[src/rtl/dot_mac_ctrl.sv]
// Sequencer for the shared 8x8 MAC in the dot-product design: loads A/B vectors, then runs clear/accumulate/wait/capture.
// Optional macro DOT_SAT_EN: saturate the displayed result to all ones on overflow instead of truncating.
module dot_mac_ctrl #(
  parameter int N_ELEM  = 4,
  parameter int DATA_W  = 8,
  parameter int IDX_W   = 2,
  parameter int ACC_W   = 18,
  parameter int RES_W   = 16,
  parameter int MAC_LAT = 1
) (
  input  logic              clk,
  input  logic              rst_n,
  input  logic              ld_a,
  input  logic              ld_b,
  input  logic [DATA_W-1:0] din,
  input  logic [IDX_W-1:0]  din_idx,
  input  logic              start,
  input  logic [ACC_W-1:0]  mac_acc,
  output logic              mac_clr,
  output logic              mac_en,
  output logic [DATA_W-1:0] mac_a,
  output logic [DATA_W-1:0] mac_b,
  output logic [RES_W-1:0]  result,
  output logic              oflow,
  output logic              busy,
  output logic              done,
  output logic              a_valid,
  output logic              b_valid
);

  localparam int LAT_W = (MAC_LAT > 1) ? $clog2(MAC_LAT) : 1;
  localparam logic [IDX_W-1:0] LAST_IDX = IDX_W'(N_ELEM - 1);
  localparam logic [LAT_W-1:0] LAST_LAT = LAT_W'(MAC_LAT - 1);

  typedef enum logic [2:0] {
    IDLE = 3'd0,
    CLR  = 3'd1,
    RUN  = 3'd2,
    WAIT = 3'd3,
    DONE = 3'd4
  } state_t;

  state_t state, next_state;

  logic [DATA_W-1:0] vec_a [N_ELEM];
  logic [DATA_W-1:0] vec_b [N_ELEM];
  logic [IDX_W-1:0]  idx;
  logic [LAT_W-1:0]  lat_cnt;
  logic              ld_a_q, ld_b_q;
  logic              launch, leave_wait;
  logic              acc_ovf;

  assign acc_ovf = |mac_acc[ACC_W-1:RES_W];

  always_ff @(posedge clk or negedge rst_n) begin
    if (!rst_n) state <= IDLE;
    else        state <= next_state;
  end

  always_comb begin
    next_state = state;
    mac_clr    = 1'b0;
    mac_en     = 1'b0;
    mac_a      = '0;
    mac_b      = '0;
    busy       = 1'b0;
    done       = 1'b0;
    launch     = 1'b0;
    leave_wait = 1'b0;
    case (state)
      IDLE: begin
        if ((a_valid && b_valid) || start) begin
          next_state = CLR;
          launch     = 1'b1;
        end
      end
      CLR: begin
        mac_clr    = 1'b1;
        busy       = 1'b1;
        next_state = RUN;
      end
      RUN: begin
        mac_en = 1'b1;
        busy   = 1'b1;
        mac_a  = vec_a[idx];
        mac_b  = vec_b[idx];
        if (idx == LAST_IDX) next_state = WAIT;
      end
      WAIT: begin
        busy = 1'b1;
        if (lat_cnt == LAST_LAT) begin
          next_state = DONE;
          leave_wait = 1'b1;
        end
      end
      DONE: begin
        done       = 1'b1;
        next_state = IDLE;
      end
      default: next_state = IDLE;
    endcase
  end

  always_ff @(posedge clk or negedge rst_n) begin
    if (!rst_n) begin
      for (int i = 0; i < N_ELEM; i++) begin
        vec_a[i] <= '0;
        vec_b[i] <= '0;
      end
      idx     <= '0;
      lat_cnt <= '0;
      ld_a_q  <= 1'b0;
      ld_b_q  <= 1'b0;
      a_valid <= 1'b0;
      b_valid <= 1'b0;
      result  <= '0;
      oflow   <= 1'b0;
    end else begin
      // Edge registers track the inputs in every state so a stale edge never surfaces later.
      ld_a_q <= ld_a;
      ld_b_q <= ld_b;
      case (state)
        IDLE: begin
          if (ld_a && !ld_b) vec_a[din_idx] <= din;
          if (ld_b && !ld_a) vec_b[din_idx] <= din;
          if (launch) begin
            a_valid <= 1'b0;
            b_valid <= 1'b0;
          end else begin
            // Only a falling edge that ends a solo load marks a vector complete.
            if (ld_a_q && !ld_b_q && !ld_a) a_valid <= 1'b1;
            if (ld_b_q && !ld_a_q && !ld_b) b_valid <= 1'b1;
          end
        end
        CLR: idx <= '0;
        RUN: begin
          idx     <= idx + IDX_W'(1);
          lat_cnt <= '0;
        end
        WAIT: begin
          if (leave_wait) begin
            oflow <= acc_ovf;
`ifdef DOT_SAT_EN
            result <= acc_ovf ? {RES_W{1'b1}} : mac_acc[RES_W-1:0];
`else
            result <= mac_acc[RES_W-1:0];
`endif
          end else begin
            lat_cnt <= lat_cnt + LAT_W'(1);
          end
        end
        default: ;
      endcase
    end
  end

endmodule

[config.mk]
export PLATFORM = sky130hd
export DESIGN_NAME = dot_mac_ctrl
export DESIGN_NICKNAME = d
export VERILOG_FILES = /design/src/rtl/dot_mac_ctrl.sv
export SDC_FILE = /design/constraint.sdc
export NUM_CORES = 1
export LEC_CHECK = 0
export BUFFER_PORTS_ARGS = -buffer_cell sky130_fd_sc_hd__buf_2
export CAP_MARGIN = 10
export CORE_ASPECT_RATIO = 0.5
export CORE_MARGIN = 5
export CORE_UTILIZATION = 35
export CTS_CLUSTER_SIZE = 12
export DETAILED_ROUTE_END_ITERATION = 6
export PLACE_DENSITY = 0.62
export SLEW_MARGIN = 15
export SYNTH_ARGS = -nofsm -noshare
export SYNTH_HDL_FRONTEND = slang
export SYNTH_SLANG_ARGS = --single-unit
[constraint.sdc]
create_clock -name clk -period 1.75 [get_ports clk]
set_input_delay 0.0875 -clock clk [delete_from_list [all_inputs] [get_ports clk]]
set_output_delay 0.0875 -clock clk [all_outputs]
set_load 0.005 [all_outputs]
==> impl_metrics.py <==
metrics = {
    "global_route": {
        "grt-ovfl-total": 0,
        "grt_pass1_wl_mm": 15.5,
        "grt_max_degree": 40,
        "grt_pass1_vias": 3007,
        "antenna_found_initial": 0,
        "grt_usage": 0.143,
    },
    "yosys": {
        "yosys_warnings": 0,
        "synth_edf_count": 0,
        "synth_compound_area_frac": 0.0121,
        "synth_xor_area_frac": 0,
        "synth_simple_gate_area_frac": 0.0843,
        "seq_area_frac_synth": 0.566,
        "synthMuxAreaShare": 0.319,
        "synth_top_cells_by_area": "dfrtp_1 57%, mux2_2 23%, mux4_2 9.0%, and2_1 2.6%, nor2_8 1.0%",
        "syn_inst": 258,
        "synth_cell_types": 32,
        "synth_common_cells": "91 x dfrtp_1, 81 x mux2_2, 17 x and2_1",
        "ys_seq_elements": 91,
        "synthFlopType": "dfrtp_1",
        "ys_async_sr_fraction": 1.00,
        "synth_top_cell_area_share": 0.566,
        "yosysTopAreaCell": "dfrtp_1",
        "synthAdderAreaFrac": 0.00311,
        "yosysMostFrequentCell": "dfrtp_1",
        "netlist_area_mm2": 0.00402,
        "avgSynthCellArea_um2": 15.6,
        "synth_top_family_by_area": "multiplexers",
        "synth_nets": 292,
    },
    "sta": {
        "fin_setup_tns_ns": -0.525,
        "rsz0062_at_grt": "yes",
        "finalCritPeriodShare": 1.02,
        "timing.slew.headroom": 0.642,
        "finalHoldViolCount": 0,
        "timing.hold.ws_ns": 0.0173,
        "setup_violations": 24,
        "setup_slack_ns": -0.0409,
        "fin_crit_ns": 1.79,
        "maxSlewViolCount": 0,
        "finClkSkew_ns": 0.00912,
        "worst_slew_pin_slew_ns": 0.537,
        "max_freq_ghz": 0.558,
    },
    "routing": {
        "num_vias": 2580,
        "first_pass_iters": 4,
        "antenna_left": 0,
        "drt_iter0_drc": 114,
        "finalWirelength_mm": 9.14,
        "drcViolationCount": 0,
        "wl_per_cell_um": 17.6,
        "vias_per_cell": 4.97,
    },
    "finish": {
        "fin_area_mm2": 0.00548,
        "fin_util": 0.493,
        "antenna_cells": 0,
        "multi_input_area_mm2": 0.00180,
        "final_nets": 403,
        "layout-drive-gt1-share": 0.612,
        "nFillCells": 922,
        "seqCellArea_mm2": 0.00228,
        "synthToLayoutAreaGrowth_pct": 36.2,
    },
    "clock_network": {
        "cts_buffers": 9,
        "cts_tree": "built",
        "path_clk_slew_ns": 0.06,
        "clock_latency_ns": 0.34,
        "cts_max_level": 3,
        "clk_path_buf_depth": 2,
        "cts-root-buf": "clkbuf_16",
        "cts.sinks": 91,
    },
    "floorplanning": {
        "dieArea_mm2": 0.0139,
        "start_util": 0.362,
        "io_pins": 72,
        "design.core.area_mm2": 0.0111,
        "std_cell_rows": 27,
        "die_h_um": 85.8,
        "die_width_um": 162,
    },
    "hold_path": {
        "whs_path_depth": 3,
        "hp-start": "mac_acc[16]",
        "min_to": "oflow",
        "hp-class": "input pin to flop",
    },
    "power_and_ir_drop": {
        "ir_drop_mv": 0.662,
        "power_mw": 9.83,
        "p_leak_nw": 2.51,
        "power_density_mw_per_mm2": 1790,
    },
    "placed_design": {
        "port_buffers": 71,
        "dpl.hpwl_mm": 6.18,
        "place.gp.congestion": 0.769,
        "placed_area_mm2": 0.00469,
    },
    "status": {
        "outcome": "finished with violations",
        "failed_checks": "setup timing",
    },
    "worst_setup_path": {
        "worstReg2RegStart": "state[2]",
        "worst-endpoint-required_ns": 1.97,
        "crit_path_end_kind": "flop",
        "reg2reg_slack_ns": -0.04,
        "reg2reg_to": "vec_a[16]",
        "worstRegToRegCells": 3,
        "arrival_ns": 2.01,
        "path_class": "flop to flop",
        "critPathLaunchType": "flop",
        "crit_fanout": 8,
    },
    "flow_run": {
        "cap_violations": 0,
    },
}
## worst max path at each step
stage | start | endpoint | slack [ns] | cells after the start
floorplan | state[2] | vec_a[16] | 0.006 | 4
global placement | state[2] | vec_a[2] | -0.001 | 3
detailed placement | state[2] | vec_a[16] | -0.03 | 3
CTS | idx[0] | mac_a[7] | -0.13 | 5
global route | idx[0] | mac_b[2] | -0.10 | 4
finish | state[2] | vec_a[16] | -0.04 | 3
## state kept, by name, summed over array words and instances, names as in the netlist
signal   flops
ld_a_q       1
a_valid      1
result      16
lat_cnt      1
vec_b       32
b_valid      1
vec_a       32
ld_b_q       1
idx          2
state        3
oflow        1
## worst max-delay path, stage by stage, from the launching register on
cell and delay, ns:
dfrtp_1 0.41, or4_4 0.62, nor2_8 0.30, mux2_4 0.34
## power breakdown
part           internal (mW)  leakage [nW]  switching [mW]  total (mW)
Clock                   1.31         0.164           0.821        2.13
Combinational           2.62          1.23            1.41        4.03
Sequential              3.11          1.12           0.562        3.67
## through the flow
step	std cells	setup WS (ns)
2_1_floorplan	258	0.00640
3_3_place_gp	479	-0.00110
3_5_place_dp	479	-0.0318
4_1_cts	519	-0.127
5_1_grt	519	-0.101
6_report	519	-0.0409
## area by class of cell
type	count	area share
tap	145	0.0331
clock buffer	10	0.0436
inverter	1	0.000685
timing repair buffer	111	0.161
multi-input combinational	155	0.329
clock inverter	6	0.0173
sequential	91	0.416
## repair_timing
action	in CTS	in global routing
gates cloned	1	0
setup endpoints to repair	38	41
hold buffers	19	0
endpoints found under the hold margin	55	0
setup buffers	4	2
resized for setup	15	35
pin swaps	20	5
## routing by layer
metal / vias to the layer above / GRT usage / part of all wire
met3: 8 / 0.0394 / 0.034
met5: - / 0 / 0
met1: 1340 / 0.170 / 0.43
li1: 1171 / - / -
met4: 0 / 0.0491 / 0.0074
met2: 61 / 0.254 / 0.52
## cells by family (layout without fill, tap and decap cells)
group,count (synthesis),count (layout)
flip-flops,91,91
AND/OR/NAND/NOR,49,49
adder cells (fa/ha/maj),1,1
AO/OA/AOI/OAI,7,7
multiplexers,98,98
buffers and inverters,12,128
## cells in the final DEF, fill, tap and decap left out, drive strengths merged, types with 3 or more instances in the layout
| cell type | n |
|---|---|
| and2 | 17 |
| clkbuf | 10 |
| mux2 | 82 |
| nor2 | 14 |
| inv | 4 |
| nor3b | 4 |
| dlygate4sd3 | 19 |
| dfrtp | 91 |
| buf | 92 |
| mux4 | 16 |
| nor3 | 3 |
Power figures use the tool's default switching activity.
